===== src/rtl/cpu_reset_sequencer.sv =====
// Reset source for the mips core: turns the board's async active-low reset into a
// stretched synchronous active-high cpu_reset and services req/ack soft resets.
module cpu_reset_sequencer #(
  parameter int SYNC_STAGES = 2,
  parameter int HOLD_CYCLES = 10,
  parameter int SOFT_HOLD   = 4
) (
  input  logic       clk,
  input  logic       reset,
  input  logic       soft_req,
  output logic       soft_ack,
  output logic       cpu_reset,
  output logic       por_done,
  output logic [1:0] reset_cause,
  output logic [7:0] soft_count
);

  localparam int MAX_HOLD = (HOLD_CYCLES > SOFT_HOLD) ? HOLD_CYCLES : SOFT_HOLD;
  localparam int CW       = (MAX_HOLD > 1) ? $clog2(MAX_HOLD) : 1;
  localparam logic [CW-1:0] HOLD_LAST = CW'(HOLD_CYCLES - 1);
  localparam logic [CW-1:0] SOFT_LAST = CW'(SOFT_HOLD - 1);

  typedef enum logic [1:0] {
    ST_ASSERT,
    ST_HOLD,
    ST_RUN,
    ST_SOFT
  } state_t;

  state_t                 r_state;
  logic [SYNC_STAGES-2:0] r_sync;
  logic [CW-1:0]          r_cnt;
  logic                   r_armed;
  logic                   r_soft_ack;
  logic                   r_cpu_reset;
  logic                   r_por_done;
  logic [1:0]             r_cause;
  logic [7:0]             r_soft_count;

  // The ASSERT->HOLD transition acts as the final synchronizer stage, so the
  // explicit shift register is one bit shorter than SYNC_STAGES.
  logic [SYNC_STAGES-1:0] w_sync_shift;
  logic                   w_sync_rel;

  assign w_sync_shift = {r_sync, 1'b1};
  assign w_sync_rel   = w_sync_shift[SYNC_STAGES-1];

  always_ff @(posedge clk or negedge reset) begin
    if (!reset) begin
      r_state      <= ST_ASSERT;
      r_sync       <= '0;
      r_cnt        <= '0;
      r_armed      <= 1'b1;
      r_soft_ack   <= 1'b0;
      r_cpu_reset  <= 1'b1;
      r_por_done   <= 1'b0;
      r_cause      <= 2'b01;
      r_soft_count <= 8'd0;
    end else begin
      r_sync     <= w_sync_shift[SYNC_STAGES-2:0];
      r_soft_ack <= 1'b0;
      // Any low sample re-arms, regardless of state.
      if (!soft_req) r_armed <= 1'b1;
      case (r_state)
        ST_ASSERT: begin
          if (w_sync_rel) begin
            r_state <= ST_HOLD;
            r_cnt   <= '0;
          end
        end
        ST_HOLD: begin
          if (r_cnt == HOLD_LAST) begin
            r_state     <= ST_RUN;
            r_cpu_reset <= 1'b0;
            r_por_done  <= 1'b1;
          end else begin
            r_cnt <= r_cnt + 1'b1;
          end
        end
        ST_RUN: begin
          if (soft_req && r_armed) begin
            r_state     <= ST_SOFT;
            r_cpu_reset <= 1'b1;
            r_cause     <= 2'b10;
            r_armed     <= 1'b0;
            r_cnt       <= '0;
            if (r_soft_count != 8'hFF) r_soft_count <= r_soft_count + 8'd1;
          end
        end
        ST_SOFT: begin
          if (r_cnt == SOFT_LAST) begin
            r_state     <= ST_RUN;
            r_cpu_reset <= 1'b0;
            r_soft_ack  <= 1'b1;
          end else begin
            r_cnt <= r_cnt + 1'b1;
          end
        end
        default: begin
          r_state     <= ST_ASSERT;
          r_cpu_reset <= 1'b1;
        end
      endcase
    end
  end

  assign soft_ack    = r_soft_ack;
  assign cpu_reset   = r_cpu_reset;
  assign por_done    = r_por_done;
  assign reset_cause = r_cause;
  assign soft_count  = r_soft_count;

endmodule


===== config.mk =====
export PLATFORM = sky130hd
export DESIGN_NAME = cpu_reset_sequencer
export DESIGN_NICKNAME = d
export VERILOG_FILES = /design/src/rtl/cpu_reset_sequencer.sv
export SDC_FILE = /design/constraint.sdc
export NUM_CORES = 1
export LEC_CHECK = 0
export BUFFER_PORTS_ARGS = -buffer_cell sky130_fd_sc_hd__buf_2
export CAP_MARGIN = 15
export CORE_UTILIZATION = 55
export CTS_CLUSTER_DIAMETER = 60
export CTS_CLUSTER_SIZE = 16
export DETAILED_ROUTE_END_ITERATION = 7
export PLACE_DENSITY_LB_ADDON = 0.2
export REMOVE_ABC_BUFFERS = 1
export SETUP_SLACK_MARGIN = 0.15
export SYNTH_ARGS = -nofsm -noshare
export SYNTH_HDL_FRONTEND = slang
export SYNTH_SLANG_ARGS = --single-unit

===== constraint.sdc =====
create_clock -name clk -period 2.7 [get_ports clk]
set_input_delay 0.54 -clock clk [delete_from_list [all_inputs] [get_ports clk]]
set_output_delay 0.54 -clock clk [all_outputs]
set_load 0.01 [all_outputs]

==> results by group <==
Outcome
  – Outcome: complete, no violations

Worst setup path
  – Reg2reg end: soft_count[1]$_DFFE_PN0P_
  – Critical Path AT: 1.80 ns
  – Worst reg2reg setup slack: 1.09 ns
  – Worst path required time: 2.89 ns
  – Worst R2R Start: soft_count[0]$_DFFE_PN0P_
  – Path depth of the worst reg2reg path: 4
  – Worst-path maximum fanout: 8
  – CP Launch Type: register
  – Critical Path Sink Type: register
  – Setup CP Type: register to register

Detailed routing
  – Via Count: 717
  – # DRC: 0
  – Final wirelength: 1.73 mm
  – Routed len/inst: 13.3 microns
  – Vias per inst: 5.52
  – Pre-Repair DR Iteration Count: 4
  – 1st-iter DRT viols: 20
  – Routed Antenna Nets: 0

Layout
  – Fillers: 140
  – ANT cells: 0
  – Synthesis-to-finish area growth: 9.82%
  – Nets@finish: 112
  – Share of cells above drive strength 1: 28.6%

Clock network
  – Clock slew at reported path FFs: 0.11 ns
  – CTS resizes: 0
  – CTS H-tree lvls: 1
  – CTS Hold Bufs: 0
  – CTS tree: built
  – Number of CTS-inserted buffers: 3
  – Postcts setup bufs: 0
  – Max clock buf depth: 2
  – TritonCTS Sinks: 21
  – Root Driver: clkbuf_4
  – Insertion delay to the later sink of the worst-skew pair: 0.30 ns

Timing
  – Tmin final: 1.61 ns
  – Fmax: 621 MHz
  – Max-slew violation count: 0
  – RSZ-0062 raised after global routing: false
  – Final hold vios: 0
  – Fin Hold WS: 0.162 ns
  – Tcrit/Tclk final: 59.7%
  – Setup TNS: 0 ns
  – Layout Skew: 0.00356 ns
  – Final setup fails: 0

Place
  – I/O Buffers: 15
  – Final Wtd Congestion: 0.783
  – Hpwl dp: 1.27 mm

Logic synthesis
  – Asr flop ratio synth: 100%
  – Mapped Avg Cell Area: 11.5 sq um
  – Synth warnings: 0
  – Synth Cell Area: 0.00103 sq mm
  – Top-area cell type share of the netlist area: 43.6%
  – EDFF count, synth: 0
  – Synth Instances: 90
  – Main area contributors after synthesis: dfrtp_1 44%, dfstp_2 7.6%, ha_1 3.6%
  – Top cells by instance count after synthesis: 18 x dfrtp_1, 5 x a31oi_1
  – Synth Flop Type: dfrtp_1
  – Seq/Total Area, Yosys: 51.3%
  – Netlist cell types: 38
  – Most frequent cell after synthesis: dfrtp_1
  – Synth area leader: dfrtp_1
  – Synthesized flop and latch total: 21

Global routing
  – Total global-route track usage: 19.6%
  – Vias in the first global route: 608
  – First-pass GRT wire length: 2.76 mm
  – Initial antenna violation count: 0
  – Largest net degree at the start of global routing: 22
  – Grt total ovfl: 0

Flow run
  – Maxcap violations: 0

Power
  – LEAKAGE: 0.530 nW
  – Pwr dens: 945 mW/mm^2
  – Peak VDD IR: 0.697 mV

Floorplan
  – Row cnt: 15
  – Die Height: 45.3 microns
  – IO Count: 16
  – Core ar.: 0.00175 sq mm
  – Starting Density: 59.1%
  – Die area: 0.00205 sq mm
  – Die span in x: 45.3 microns

Min path
  – Hold WC Path Type: primary input to async pin
placed cells by master (no fill, tap or decap), types with 2 or more instances in the layout:
master,count
a211oi_1,2
a21oi_1,2
a221o_1,2
a31oi_1,5
a41oi_1,2
and2_1,3
buf_2,15
clkbuf_4,3
dfrtp_1,18
dfstp_2,3
ha_1,3
inv_1,4
mux2_4,2
nand2_1,4
nand2b_1,2
nand3_1,4
nand3b_1,2
nor2_1,2
nor2b_1,4
o21ai_0,2
o21bai_1,2
or2_2,2
xnor2_1,2
routing by layer:
| metal | global-route usage [%] | routed length (microns) | vias up |
|---|---|---|---|
| met2 | 28.7 | 761 | 18 |
| met3 | 8.80 | 83 | 2 |
| met5 | 0 | 0 | - |
| met4 | 5.45 | 14 | 0 |
| met1 | 26.2 | 871 | 341 |
| li1 | - | - | 356 |
power breakdown:
group	internal (mW)	total, mW	switching (mW)	leakage, nW
Combinational	0.203	0.396	0.194	0.259
Sequential	0.420	0.529	0.109	0.256
Clock	0.0575	0.145	0.0877	0.0150
Total	0.680	1.07	0.391	0.530
sequential cells by signal, indices dropped and copies added (netlist names), 2 cells and up:
name,cells
reset_cause,2
r_cnt,4
r_state,2
soft_count,8
critical path: stages (launching register included):
cell,delay [ns]
dfrtp_1,0.41
ha_1,0.30
nand4_1,0.23
o21ai_2,0.22
mux2_2,0.35
how the worst max path moves through the flow:
stage / start / end / slack, ns / cells past startpoint
finish: soft_count[0]$_DFFE_PN0P_ / soft_count[1]$_DFFE_PN0P_ / 1.09 / 4
global route: soft_count[0]$_DFFE_PN0P_ / soft_count[1]$_DFFE_PN0P_ / 0.99 / 4
CTS: soft_count[0]$_DFFE_PN0P_ / soft_count[1]$_DFFE_PN0P_ / 1.10 / 4
detailed placement: soft_count[0]$_DFFE_PN0P_ / soft_count[1]$_DFFE_PN0P_ / 1.12 / 4
global placement: soft_req / soft_count[4]$_DFFE_PN0P_ / 1.15 / 4
floorplan: soft_count[0]$_DFFE_PN0P_ / soft_count[1]$_DFFE_PN0P_ / 1.20 / 4
layout make-up:
cell class	instances	area [sq um]	area share [%]
Inverter	4	15.0	1.32
Tap cell	25	31.3	2.76
Clock buffer	4	26.3	2.32
Multi-Input combinational cell	61	457	40.3
Timing Repair Buffer	15	75.1	6.62
Sequential cell	21	529	46.7
metrics by stage:
stage	area, sq um	worst slack, ns	utilization (%)	cells	power (mW)
2_1_floorplan	1000	1.20	-	86	0.809
5_1_grt	1130	0.994	64.9	130	1.16
3_5_place_dp	1110	1.12	63.4	126	0.932
3_3_place_gp	1110	1.15	63.4	126	0.910
4_1_cts	1130	1.10	64.9	130	1.08
6_report	1130	1.09	64.9	130	1.07
kinds of logic after synthesis:
| group | share of synthesized area [%] |
|---|---|
| compound gates | 16.8 |
| mux | 4.00 |
| flops | 51.3 |
| buf+inv | 4.48 |
| simple gates | 16.8 |
| other cells | 0.363 |
| xor+xnor | 2.55 |
| fa+ha+maj | 3.64 |
No activity file was read; power rests on OpenSTA's default activity.
